**src/rtl/uart_rx_byte.sv**
```systemverilog
// 8N1 UART receiver: 2-flop synchronised line, mid-bit sampling, byte strobes with fixed-width valid.
// rx_data is updated one cycle before rx_valid rises; a bad stop bit raises frame_err and waits out the break.
module uart_rx_byte #(
  parameter int CLKS_PER_BIT = 434,
  parameter int VALID_CYCLES = 4
) (
  input  logic       clk,
  input  logic       reset,
  input  logic       rxd,
  output logic [7:0] rx_data,
  output logic       rx_valid,
  output logic       frame_err,
  output logic       busy
);

  localparam int BW = $clog2(CLKS_PER_BIT);
  localparam int VW = $clog2(VALID_CYCLES + 1);
  localparam logic [BW-1:0] HALF_M1 = BW'(CLKS_PER_BIT / 2 - 1);
  localparam logic [BW-1:0] FULL_M1 = BW'(CLKS_PER_BIT - 1);

  typedef enum logic [2:0] {
    S_IDLE,
    S_START,
    S_DATA,
    S_STOP,
    S_BREAK
  } state_e;

  logic [1:0]    sync_q;
  logic          rxd_s;
  state_e        state_q, state_d;
  logic [BW-1:0] baud_q, baud_d;
  logic [2:0]    bit_q, bit_d;
  logic [7:0]    shift_q, shift_d;
  logic [7:0]    data_q, data_d;
  logic          ok_q, ok_d;
  logic          bad_q, bad_d;
  logic          frame_err_q;
  logic [VW-1:0] vcnt_q;

  assign rxd_s = sync_q[1];

  always_ff @(posedge clk or posedge reset) begin
    if (reset) begin
      sync_q <= 2'b11;
    end else begin
      sync_q <= {sync_q[0], rxd};
    end
  end

  always_ff @(posedge clk or posedge reset) begin
    if (reset) begin
      state_q     <= S_IDLE;
      baud_q      <= '0;
      bit_q       <= '0;
      shift_q     <= '0;
      data_q      <= '0;
      ok_q        <= 1'b0;
      bad_q       <= 1'b0;
      frame_err_q <= 1'b0;
    end else begin
      state_q     <= state_d;
      baud_q      <= baud_d;
      bit_q       <= bit_d;
      shift_q     <= shift_d;
      data_q      <= data_d;
      ok_q        <= ok_d;
      bad_q       <= bad_d;
      frame_err_q <= bad_q;
    end
  end

  always_comb begin
    state_d = state_q;
    baud_d  = baud_q + BW'(1);
    bit_d   = bit_q;
    shift_d = shift_q;
    data_d  = data_q;
    ok_d    = 1'b0;
    bad_d   = 1'b0;
    case (state_q)
      S_IDLE: begin
        baud_d = '0;
        bit_d  = '0;
        if (!rxd_s) state_d = S_START;
      end
      S_START: begin
        // A start bit that is high again at mid-bit is treated as line noise.
        if (baud_q == HALF_M1) begin
          baud_d  = '0;
          state_d = rxd_s ? S_IDLE : S_DATA;
        end
      end
      S_DATA: begin
        if (baud_q == FULL_M1) begin
          baud_d  = '0;
          shift_d = {rxd_s, shift_q[7:1]};
          bit_d   = bit_q + 3'd1;
          if (bit_q == 3'd7) state_d = S_STOP;
        end
      end
      S_STOP: begin
        if (baud_q == FULL_M1) begin
          baud_d = '0;
          if (rxd_s) begin
            data_d  = shift_q;
            ok_d    = 1'b1;
            state_d = S_IDLE;
          end else begin
            bad_d   = 1'b1;
            state_d = S_BREAK;
          end
        end
      end
      S_BREAK: begin
        baud_d = '0;
        if (rxd_s) state_d = S_IDLE;
      end
      default: begin
        baud_d  = '0;
        state_d = S_IDLE;
      end
    endcase
  end

  // Loaded one cycle after the accept so the bridge sees a full cycle of data setup.
  always_ff @(posedge clk or posedge reset) begin
    if (reset) begin
      vcnt_q <= '0;
    end else if (ok_q) begin
      vcnt_q <= VW'(VALID_CYCLES);
    end else if (vcnt_q != '0) begin
      vcnt_q <= vcnt_q - VW'(1);
    end
  end

  assign rx_data   = data_q;
  assign rx_valid  = (vcnt_q != '0);
  assign frame_err = frame_err_q;
  assign busy      = (state_q != S_IDLE);

endmodule

```
**config.mk**
```make
export PLATFORM = sky130hd
export DESIGN_NAME = uart_rx_byte
export DESIGN_NICKNAME = d
export VERILOG_FILES = /design/src/rtl/uart_rx_byte.sv
export SDC_FILE = /design/constraint.sdc
export NUM_CORES = 1
export LEC_CHECK = 0
export ABC_CLOCK_PERIOD_IN_PS = 2800
export CORE_ASPECT_RATIO = 1.4
export CORE_MARGIN = 2
export CORE_UTILIZATION = 30
export DETAILED_ROUTE_END_ITERATION = 10
export PLACE_DENSITY = 0.56
export SYNTH_ARGS = -nofsm -noshare
export SYNTH_HDL_FRONTEND = slang
export SYNTH_SLANG_ARGS = --single-unit
```
**constraint.sdc**
```tcl
create_clock -name clk -period 2.8 [get_ports clk]
set_clock_uncertainty 0.15 [all_clocks]
set_input_delay 0.7 -clock clk [delete_from_list [all_inputs] [get_ports clk]]
set_output_delay 0.7 -clock clk [all_outputs]
set_load 0.005 [all_outputs]
```
==> impl_metrics.py <==
metrics = {
    "floorplan": {
        "core-area_um2": 5863,
        "ios": 14,
        "initial_core_util": 0.3086,
        "dieWidth_um": 69.64,
        "core.rowCount": 33,
        "die_h_um": 95.89,
        "dieArea_um2": 6677,
    },
    "route": {
        "drt_iter0_drc": 47,
        "drt_wl_total_mm": 3.160,
        "wl_per_cell_um": 13.62,
        "drc_errors": 0,
        "via_per_inst": 4.901,
        "final_antenna_net_count": 0,
        "drt_first_pass_iters": 4,
        "num_vias": 1137,
    },
    "timing": {
        "grt_setup_unrepaired": "false",
        "worstMarginPinSlew_ns": 0.5867,
        "period_share": 0.9135,
        "fin_tns_setup_ns": 0,
        "whs_ns": 0.2013,
        "final_max_slew_viol_count": 0,
        "fmax_ghz": 0.3910,
        "slew-limit-headroom": 0.6059,
        "finalCriticalPeriod_ns": 2.558,
        "setup_violations": 0,
        "hold_viol_final": 0,
    },
    "grt": {
        "grt_pass1_wl_mm": 5.520,
        "grt_pass1_vias": 1212,
        "grt_remaining_overflow": 0,
        "antenna_found_initial": 0,
        "grt_max_degree": 40,
        "grt_use_total": 0.1031,
    },
    "clocking": {
        "cts_buffers": 5,
        "clk_path_buf_depth": 2,
        "clk_pin_slew_ns": 0.08,
        "clkLatencyLatePin_ns": 0.28,
        "h-tree-depth": 2,
        "cts-resized-gates": 0,
        "cts_hold_buf": 0,
        "clkSinkCount": 39,
        "cts_setup_buffers": 0,
        "cts_tree": "done",
        "cts-root-buf": "clkbuf_8",
    },
    "placement": {
        "placed_cell_area_um2": 2026,
        "dp_cells": 225,
        "dp_hpwl_mm": 2.262,
        "port-buffer-count": 13,
        "place_congestion": 0.7606,
    },
    "cells_and_area": {
        "finalNonFillerCells": 232,
        "syn2layout_area_growth_pct": 16.81,
        "layout-drive-gt1-share": 0.1975,
        "diodes": 0,
        "nets": 172,
        "design_area_um2": 2113,
    },
    "critical_path": {
        "path_class": "reg2out",
        "end_kind": "output pin",
        "cp_data_required_time_ns": 1.95,
        "cp.arrival_ns": 1.71,
        "startpoint_type": "flop",
        "cp_max_fo": 11,
    },
    "power": {
        "power_frac_clock": 0.394,
        "power_frac_comb": 0.018,
        "pwr-share-seq": 0.589,
        "p_sw_mw": 0.2007,
        "peakVddDrop_mv": 0.1971,
        "p_per_area_nw_per_um2": 456.1,
        "p_sw_frac": 0.2082,
        "internal-power_mw": 0.7633,
        "p_leak_nw": 0.9752,
    },
    "flow_run": {
        "maxCapViolCount": 0,
    },
    "synth": {
        "yosys_warnings": 0,
        "ys_ff_latch": 39,
        "synthArstFlopShare": 1.000,
        "synth.area.top_cells": "dfrtp_1, mux2_4, mux2_2",
        "synth_edf_count": 0,
        "syn_nets": 153,
        "synth_area_um2": 1809,
        "synth_common_cells": "dfrtp_1, inv_1, mux2_2",
        "synth_top_area_frac": 0.5118,
        "ys.flop_type": "dfrtp_1",
        "avgSynthCellArea_um2": 12.65,
        "yosys.cell_types.count": 39,
        "synthMostInstantiatedCell": "dfrtp_1",
        "synth_cells": 143,
        "synth-seq-area-share": 0.5408,
        "synth_top_area_cell": "dfrtp_1",
    },
    "status": {
        "outcome": "finished clean",
    },
    "min_path": {
        "hold_class": "reg2reg",
    },
}
## path summary, 6_finish.rpt
check | start | to | slack [ns] | depth (start not counted)
setup / recovery | state_q[0] | busy | 0.24 | 2
max in group asynchronous | reset | sync_q[0] | 1.46 | 3
setup reg to reg | baud_q[1] | shift_q[5] | 0.66 | 5
min in group asynchronous | reset | rx_data[4] | 0.69 | 3
hold reg to reg | bad_q | frame_err | 0.20 | 0
hold / removal | bad_q | frame_err | 0.20 | 0
## flip-flops by register name (all words and copies together) (netlist names), 2 cells and up
register	flops
state_q	3
sync_q	2
rx_data	8
vcnt_q	3
shift_q	8
baud_q	9
bit_q	3
## worst max-delay path, cell delays in order, from the launching register on
cell	delay, ns
dfrtp_1	0.48
or3_1	0.47
clkdlybuf4s50_1	0.47
## through the flow
stage                     setup slack [ns]  power, mW  utilization
after floorplan                     0.7638     0.5879            -
after CTS                           0.2307     0.9823       0.3604
after global placement              0.5802     0.5952       0.3455
after global routing                0.1720      1.011       0.3604
final                               0.2422     0.9640       0.3604
after detailed placement            0.5498     0.5966       0.3455
## layout make-up
type	instances	area (µm²)
multi-input cells	90	769.5
clock inverters	1	5.005
flip-flops and latches	39	978.4
well taps	70	87.58
clock buffers	6	82.58
inverters	10	37.54
repair buffers	16	152.6
fillers	587	3750
## cell families after synthesis
logic type / share of synthesized area
compound gates: 0.08092
xor+xnor: 0.01937
fa+ha+maj: 0.04841
buf+inv: 0.03389
flops: 0.5408
mux: 0.1307
simple gates: 0.1459
## layer usage
metal	GRT usage	up-vias	routed length (µm)	part of all wire
met1	0.1154	561	1406	0.44
met4	0.04647	0	46	0.015
met5	0	-	0	0
met2	0.1827	18	1619	0.51
met3	0.03037	5	88	0.028
li1	-	553	-	-
## cells in the final DEF, fill, tap and decap left out, drive strengths merged, types with 2 or more instances in the layout
cell / synthesis / layout
nand4: 4 / 4
nand2: 7 / 7
o21ai: 6 / 6
or4: 2 / 2
mux2: 16 / 16
clkbuf: 2 / 6
dfstp: 2 / 2
xnor2: 2 / 2
clkdlybuf4s50: 0 / 13
dfrtp: 37 / 37
or3: 5 / 5
ha: 7 / 7
mux2i: 3 / 3
nor2b: 2 / 2
o31ai: 2 / 2
a21oi: 6 / 6
nand3: 3 / 3
xor2: 2 / 2
buf: 2 / 3
a22oi: 4 / 4
nand2b: 3 / 3
inv: 10 / 10
nor2: 2 / 2
## power groups by stage
stage | clock, mW | combinational, mW | sequential (mW)
after global placement | 0 | 0.0173 | 0.578
after detailed placement | 0 | 0.0184 | 0.578
after floorplan | 0 | 0.0105 | 0.577
after global routing | 0.423 | 0.0204 | 0.567
after CTS | 0.397 | 0.0184 | 0.567
final | 0.379 | 0.0171 | 0.567
(Power assumes the default switching activity.)
